`config.mk`:
```
export PLATFORM = sky130hd
export DESIGN_NAME = input_capture
export DESIGN_NICKNAME = d
export VERILOG_FILES = /design/src/rtl/input_capture.sv
export SDC_FILE = /design/constraint.sdc
export NUM_CORES = 1
export LEC_CHECK = 0
export CORE_UTILIZATION = 66
export DETAILED_ROUTE_END_ITERATION = 16
export MAX_ROUTING_LAYER = met4
export PLACE_DENSITY_LB_ADDON = 0.2
export SYNTH_ARGS = -nofsm -noshare
export SYNTH_HDL_FRONTEND = slang
export SYNTH_SLANG_ARGS = --single-unit
```
`constraint.sdc`:
```
create_clock -name evrClk -period 5 [get_ports evrClk]
set_input_delay 1 -clock evrClk [delete_from_list [all_inputs] [get_ports evrClk]]
set_output_delay 1 -clock evrClk [all_outputs]
set_load 0.05 [all_outputs]
```
`src/rtl/input_capture.sv`:
```
// Serial input capture: timestamps the first rising edge after refStrobe and measures pulse
// width at SERDES-bit resolution. Define INPUT_CAPTURE_FALL_EN to enable falling-edge/width capture.
module input_capture #(
  parameter int unsigned SERDES_WIDTH    = 4,
  parameter int unsigned COUNT_WIDTH     = 22,
  parameter int unsigned FIFO_ADDR_WIDTH = 4
) (
  input  logic                                         evrClk,
  input  logic                                         evrRst_n,
  input  logic                                         refStrobe,
  input  logic [SERDES_WIDTH-1:0]                      serdesPattern,
  input  logic                                         polarity,
  input  logic [COUNT_WIDTH-1:0]                       timeoutCount,
  output logic                                         eventValid,
  input  logic                                         eventReady,
  output logic [COUNT_WIDTH+$clog2(SERDES_WIDTH)-1:0]  eventDelay,
  output logic [COUNT_WIDTH+$clog2(SERDES_WIDTH)-1:0]  eventWidth,
  output logic [1:0]                                   eventStatus,
  output logic [7:0]                                   restartCount,
  output logic [7:0]                                   dropCount
);

  localparam int unsigned FINE_WIDTH  = $clog2(SERDES_WIDTH);
  localparam int unsigned TIME_WIDTH  = COUNT_WIDTH + FINE_WIDTH;
  localparam int unsigned DEPTH       = 2 ** FIFO_ADDR_WIDTH;
  localparam int unsigned PTR_WIDTH   = FIFO_ADDR_WIDTH + 1;
  localparam int unsigned ENTRY_WIDTH = 2 * TIME_WIDTH + 2;

  localparam logic [1:0] S_IDLE      = 2'd0;
  localparam logic [1:0] S_WAIT_RISE = 2'd1;
  localparam logic [1:0] ST_OK       = 2'd0;
  localparam logic [1:0] ST_TO_RISE  = 2'd1;
`ifdef INPUT_CAPTURE_FALL_EN
  localparam logic [1:0] S_WAIT_FALL = 2'd2;
  localparam logic [1:0] ST_TO_FALL  = 2'd2;
`endif

  logic [1:0]                   state_q, state_d;
  logic [COUNT_WIDTH-1:0]       tick_q, tick_d;
  logic                         last_bit_q, last_bit_d;
  logic [7:0]                   restart_q, restart_d;
  logic [7:0]                   drop_q, drop_d;
  logic [PTR_WIDTH-1:0]         wr_q, wr_d, rd_q, rd_d;
  logic [ENTRY_WIDTH-1:0]       mem_q [DEPTH];
  logic [ENTRY_WIDTH-1:0]       mem_d [DEPTH];
  logic [ENTRY_WIDTH-1:0]       head_q, head_d;
  logic                         valid_q, valid_d;
`ifdef INPUT_CAPTURE_FALL_EN
  logic [TIME_WIDTH-1:0]        rise_time_q, rise_time_d;
`endif

  logic [SERDES_WIDTH-1:0]      w, p, rise_v;
  logic                         rise_found;
  logic [FINE_WIDTH-1:0]        rise_idx;
  logic [TIME_WIDTH-1:0]        tick_base, rise_time_now;
  logic [COUNT_WIDTH-1:0]       timeout_eff;
  logic                         timeout_hit;
  logic                         post, abort, push, pop, full;
  logic [TIME_WIDTH-1:0]        post_delay, post_width;
  logic [1:0]                   post_status;
  logic [PTR_WIDTH-1:0]         fill;
  logic [ENTRY_WIDTH-1:0]       new_entry;

  // p[i] is the sample one bit-time before w[i]
  assign w      = serdesPattern ^ {SERDES_WIDTH{polarity}};
  assign p      = {w[SERDES_WIDTH-2:0], last_bit_q};
  assign rise_v = w & ~p;

  always_comb begin : rise_enc
    rise_found = 1'b0;
    rise_idx   = '0;
    for (int i = SERDES_WIDTH - 1; i >= 0; i--) begin
      if (rise_v[i]) begin
        rise_found = 1'b1;
        rise_idx   = FINE_WIDTH'(i);
      end
    end
  end

`ifdef INPUT_CAPTURE_FALL_EN
  logic [SERDES_WIDTH-1:0] fall_v;
  logic                    fall_found, fall_after_found;
  logic [FINE_WIDTH-1:0]   fall_idx, fall_after_idx;

  assign fall_v = ~w & p;

  // Lowest fall in the word, and lowest fall strictly after the rise
  always_comb begin : fall_enc
    fall_found       = 1'b0;
    fall_idx         = '0;
    fall_after_found = 1'b0;
    fall_after_idx   = '0;
    for (int i = SERDES_WIDTH - 1; i >= 0; i--) begin
      if (fall_v[i]) begin
        fall_found = 1'b1;
        fall_idx   = FINE_WIDTH'(i);
        if (FINE_WIDTH'(i) > rise_idx) begin
          fall_after_found = 1'b1;
          fall_after_idx   = FINE_WIDTH'(i);
        end
      end
    end
  end
`endif

  assign tick_base     = {tick_q, {FINE_WIDTH{1'b0}}};
  assign rise_time_now = tick_base + TIME_WIDTH'(rise_idx);
  assign timeout_eff   = (timeoutCount == '0) ? '1 : timeoutCount;
  assign timeout_hit   = (tick_q == timeout_eff);

  always_comb begin : fsm_next
    state_d     = state_q;
    tick_d      = (tick_q == '1) ? tick_q : tick_q + COUNT_WIDTH'(1);
    last_bit_d  = w[SERDES_WIDTH-1];
    post        = 1'b0;
    post_delay  = '0;
    post_width  = '0;
    post_status = ST_OK;
    abort       = 1'b0;
`ifdef INPUT_CAPTURE_FALL_EN
    rise_time_d = rise_time_q;
`endif
    case (state_q)
      S_IDLE: ;
      S_WAIT_RISE: begin
        if (rise_found) begin
`ifdef INPUT_CAPTURE_FALL_EN
          rise_time_d = rise_time_now;
          if (fall_after_found) begin
            post       = 1'b1;
            post_delay = rise_time_now;
            post_width = TIME_WIDTH'(fall_after_idx) - TIME_WIDTH'(rise_idx);
            state_d    = S_IDLE;
          end else begin
            state_d    = S_WAIT_FALL;
          end
`else
          post       = 1'b1;
          post_delay = rise_time_now;
          state_d    = S_IDLE;
`endif
        end else if (timeout_hit) begin
          post        = 1'b1;
          post_delay  = '1;
          post_status = ST_TO_RISE;
          state_d     = S_IDLE;
        end
      end
`ifdef INPUT_CAPTURE_FALL_EN
      S_WAIT_FALL: begin
        if (fall_found) begin
          post       = 1'b1;
          post_delay = rise_time_q;
          post_width = tick_base + TIME_WIDTH'(fall_idx) - rise_time_q;
          state_d    = S_IDLE;
        end else if (timeout_hit) begin
          post        = 1'b1;
          post_delay  = rise_time_q;
          post_width  = tick_base + TIME_WIDTH'(SERDES_WIDTH) - rise_time_q;
          post_status = ST_TO_FALL;
          state_d     = S_IDLE;
        end
      end
`endif
      default: state_d = S_IDLE;
    endcase
    // A strobe overrides: a completing result still posts, otherwise the measurement is aborted
    if (refStrobe) begin
      tick_d  = COUNT_WIDTH'(1);
      state_d = S_WAIT_RISE;
      abort   = (state_q != S_IDLE) && !post;
    end
  end

  assign fill      = wr_q - rd_q;
  assign full      = (fill == PTR_WIDTH'(DEPTH));
  assign pop       = valid_q & eventReady;
  assign push      = post & (~full | pop);
  assign new_entry = {post_status, post_delay, post_width};

  // FWFT FIFO; head is pre-registered so outputs come straight from flops
  always_comb begin : fifo_next
    wr_d   = wr_q + PTR_WIDTH'(push);
    rd_d   = rd_q + PTR_WIDTH'(pop);
    mem_d  = mem_q;
    if (push) mem_d[wr_q[FIFO_ADDR_WIDTH-1:0]] = new_entry;
    head_d = (push && (wr_q == rd_d)) ? new_entry : mem_q[rd_d[FIFO_ADDR_WIDTH-1:0]];
    valid_d   = (wr_d != rd_d);
    restart_d = (abort && restart_q != 8'hFF) ? restart_q + 8'd1 : restart_q;
    drop_d    = (post && !push && drop_q != 8'hFF) ? drop_q + 8'd1 : drop_q;
  end

  always_ff @(posedge evrClk or negedge evrRst_n) begin
    if (!evrRst_n) begin
      state_q     <= S_IDLE;
      tick_q      <= '0;
      last_bit_q  <= 1'b0;
      restart_q   <= '0;
      drop_q      <= '0;
      wr_q        <= '0;
      rd_q        <= '0;
      mem_q       <= '{default: '0};
      head_q      <= '0;
      valid_q     <= 1'b0;
`ifdef INPUT_CAPTURE_FALL_EN
      rise_time_q <= '0;
`endif
    end else begin
      state_q     <= state_d;
      tick_q      <= tick_d;
      last_bit_q  <= last_bit_d;
      restart_q   <= restart_d;
      drop_q      <= drop_d;
      wr_q        <= wr_d;
      rd_q        <= rd_d;
      mem_q       <= mem_d;
      head_q      <= head_d;
      valid_q     <= valid_d;
`ifdef INPUT_CAPTURE_FALL_EN
      rise_time_q <= rise_time_d;
`endif
    end
  end

  assign eventValid                            = valid_q;
  assign {eventStatus, eventDelay, eventWidth} = head_q;
  assign restartCount                          = restart_q;
  assign dropCount                             = drop_q;

endmodule
```
==> key figures, run 1 <==
Global route
  – Grt ovf: 0
  – Vias in the first global route: ~14000
  – GRT Resource Usage Total: 0.328
  – Initial antenna violation count: 0
  – First-pass GRT wire length: 85.7 mm
  – Largest net degree at the start of global routing: 130

Cells and area
  – Fraction of layout cells with a size suffix above 1: 0.291
  – ANT cells: 0
  – Final non-filler cell total: between 2000 and 2500
  – Post-layout nets: 1665
  – Layout area overhead: 12.9%

Status
  – Outcome: completed

Floorplanning
  – Core area: 0.0345 sq mm
  – Die Footprint: 0.0357 sq mm
  – Die height: 189 um
  – Initial core utilization: 0.669
  – Die span in x: 189 um
  – Top-level port count: 98
  – Row cnt: 68

Hold path
  – Worst Hold Class: input pin to async pin

Synthesis
  – Count of different cell masters after synthesis: 64
  – Main synth FF type: dfrtp_1
  – Seq cells post-synth: 476
  – EDFF count, synth: 0
  – Gate Count Post-Synth: between 1500 and 2000
  – Synthesized area per cell: between 10 and 15 sq um
  – Area share of the largest cell type after synthesis: 0.517
  – Synthesized area: 0.0230 sq mm
  – Yosys top cell by area: dfrtp_1
  – Synth Warn #: 0
  – Dominant cells by area after synthesis: dfrtp_1 (52%), mux4_2 (12%), mux2_1 (12%)
  – Fraction of registers with async set/reset: 1.00
  – Sequential element share of the synthesized area: 0.517

Detailed routing
  – Initial drt markers: 1184
  – Post-DRT Antenna Nets: 0
  – WL/cell: 25.2 um
  – Remaining DRCs: 0
  – Final wirelength: 53.3 mm
  – Count of TritonRoute iterations in the first routing pass: 5
  – Via count: 13830
  – Vias per inst: 6.53

Power
  – Flop pwr share: 0.378
  – Sw frac: 0.323
  – PD cells: 612 mW/mm^2
  – Leakage: ~12 nW
  – Power Total: 15.9 mW
  – Maximum VDD drop: around 0.36 mV
  – Logic pwr share: 0.386
  – Switching power: 5.14 mW
  – Clock network fraction of design power: 0.236
  – Int Power: 10.8 mW

Placed design
  – Dpl cells: 2027
  – Port bufs: slightly above 70
  – HPWL after detailed placement: 31.5 mm
  – Routability Congestion: 0.952

Timing
  – Max-Slew Margin vs Limit: 0.262
  – Final min period: 4.30 ns
  – Skew final: 0.0218 ns
  – Max Clk Rate: 233 MHz
  – Setup repair after global routing missed its margin: false
  – Max Slew Vio Count: 0
  – Setup Viol. Count Final: 0
  – Sum Neg Setup Slack: 0 ns
  – Actual slew at the worst max-slew pin: 1.10 ns
  – Fin crit share: 0.860
  – Final Hold Viols: 0

Worst setup path
  – Max stage delay on crit path: 0.50 ns
  – Worst setup path start: timeoutCount[15]
  – Startpoint types: input pin
  – CP max-delay cell: clkdlybuf4s50_1
  – Crit-path most repeated cell: ha_1
  – Critical path data arrival time: approximately 4.8 ns
  – Crit path kind: input pin to register
  – Cell Chain, Critical Path: clkdlybuf4s50_1, nor4_2, nand4_2, o32a_1, a22o_1, nor4b_2, a21oi_4, nor3_1, ha_1, ha_1, nand2_1, xnor2_1, xor2_1, nor2_1, nand4_1
  – Delay-heaviest family, CP: simple AND/OR/NAND/NOR gates
  – Worst Path Buf+Inv: 1
  – Req. time, crit path: around 5.5 ns
  – Crit Path Max Fanout: 8
  – FF-to-FF setup slack: 0.97 ns
  – CP endpoint kind: register
  – R2r startpoint: wr_q[1]$_DFF_PN0_

Clocking
  – Num CTS Buffers: 49
  – Hold_buf cts: 0
  – H-Tree Depth: 2
  – TritonCTS Sinks: 476
  – CTS Buffer Depth: 3
  – Postcts setup bufs: 0
  – Worst-path clk slew: 0.06 ns
  – Clk_lat worst skew: 0.58 ns
  – Post-CTS Resized: 0
  – Clk root buf: clkbuf_16
  – CTS tree: yes

Flow run
  – Max-capacitance violation count: 0
registers in the layout, summed over array words and instances (netlist names):
register      count
eventValid        1
dropCount         8
restartCount      8
tick_q           22
wr_q              5
state_q           1
head_q           25
rd_q              5
last_bit_q        1
mem_q           400
synthesized netlist by cell type (all sizes together), types with 3 or more instances:
library cell,instances
dfrtp,476
mux2,422
mux4,125
buf,92
nor2,77
clkbuf,49
nand2,38
nand3,38
xor2,30
xnor2,25
nand4,20
inv,15
nor3,15
o21ai,15
or2,14
ha,11
and3,8
nor2b,8
nand2b,7
nor4,6
o22a,6
a2111oi,5
a21oi,5
a31oi,5
and2,5
or3,5
a211oi,4
nor3b,4
and4,3
nor4bb,3
o21a,3
o31ai,3
o32a,3
final timing paths:
check,end,cells past startpoint
hold reg to reg,mem_q[225]$_DFFE_PN0P_,1
setup reg to reg,head_q[40]$_DFF_PN0_,8
max in group asynchronous,mem_q[46]$_DFFE_PN0P_,2
setup / recovery,eventValid$_DFF_PN0_,15
hold / removal,restartCount[4]$_DFFE_PN0P_,1
min in group evrClk,mem_q[225]$_DFFE_PN0P_,1
layer usage:
| layer | wire, um | vias up | track usage | share of wire |
|---|---|---|---|---|
| met4 | 1350 | 0 | 0.0962 | 0.025 |
| li1 | - | 5839 | - | - |
| met3 | 3060 | 110 | 0.0467 | 0.057 |
| met5 | 0 | - | - | 0 |
| met1 | 23600 | 7443 | 0.474 | 0.44 |
| met2 | 25300 | 438 | 0.491 | 0.47 |
cell usage in the layout, fill, tap and decap left out, types with 38 or more instances in the layout:
cell             netlist  final
clkbuf_16              0     51
clkdlybuf4s50_1        0     71
dfrtp_1              476    476
mux2_1               249    249
mux2_2               173    173
mux4_2               125    125
nand2_1               38     38
nand3_1               38     38
nor2_1                56     56
logic make-up (layout without fill, tap and decap cells):
logic type,Yosys count,count (layout),share of synthesized area
flops,476,476,0.517
mux,549,549,0.329
fa+ha+maj,11,11,0.00597
xor+xnor,55,55,0.0212
simple gates,255,255,0.0666
other cells,1,25,0.000163
buf+inv,156,231,0.0393
compound gates,60,60,0.0203
through the flow:
| stage | util | hold WS [ns] | setup WS, ns | area (sq um) |
|---|---|---|---|---|
| after floorplan | - | 0.452 | 0.934 | 23100 |
| after global placement | 0.706 | 0.462 | 0.360 | 24300 |
| after detailed placement | 0.706 | 0.469 | 0.238 | 24300 |
| after CTS | 0.755 | 0.404 | 0.769 | 26000 |
| after global routing | 0.755 | 0.435 | 0.407 | 26000 |
| final | 0.755 | 0.392 | 0.700 | 26000 |
cell type report:
cell class | instances | area, sq um
Clock inverter | 13 | 150
Inverter | 15 | 56.3
Sequential cell | 476 | 11900
Clock buffer | 77 | 1520
Timing Repair Buffer | 126 | 1430
Multi-Input combinational cell | 955 | 10400
Fill cell | 2088 | 8450
Tap cell | 455 | 569
power by group through the flow:
| stage | Combinational (mW) | Sequential, mW | Clock (mW) |
|---|---|---|---|
| floorplan | 4.41 | 6.02 | 0 |
| global placement | 6.01 | 5.95 | 0 |
| detailed placement | 6.14 | 6.06 | 0 |
| CTS | 6.20 | 6.01 | 3.81 |
| global route | 6.53 | 6.19 | 3.96 |
| finish | 6.14 | 6.03 | 3.76 |
Note: power is estimated with default switching activity, not from simulation.
==> run 2: changes to the inputs <==
--- a/config.mk
+++ b/config.mk
@@ -9,6 +9,7 @@
 export DETAILED_ROUTE_END_ITERATION = 16
 export MAX_ROUTING_LAYER = met4
 export PLACE_DENSITY_LB_ADDON = 0.2
+export SKIP_CTS_REPAIR_TIMING = 1
 export SYNTH_ARGS = -nofsm -noshare
 export SYNTH_HDL_FRONTEND = slang
 export SYNTH_SLANG_ARGS = --single-unit
==> results of run 2 <==
The final DEF is identical to that of run 1; final timing and power are the same.
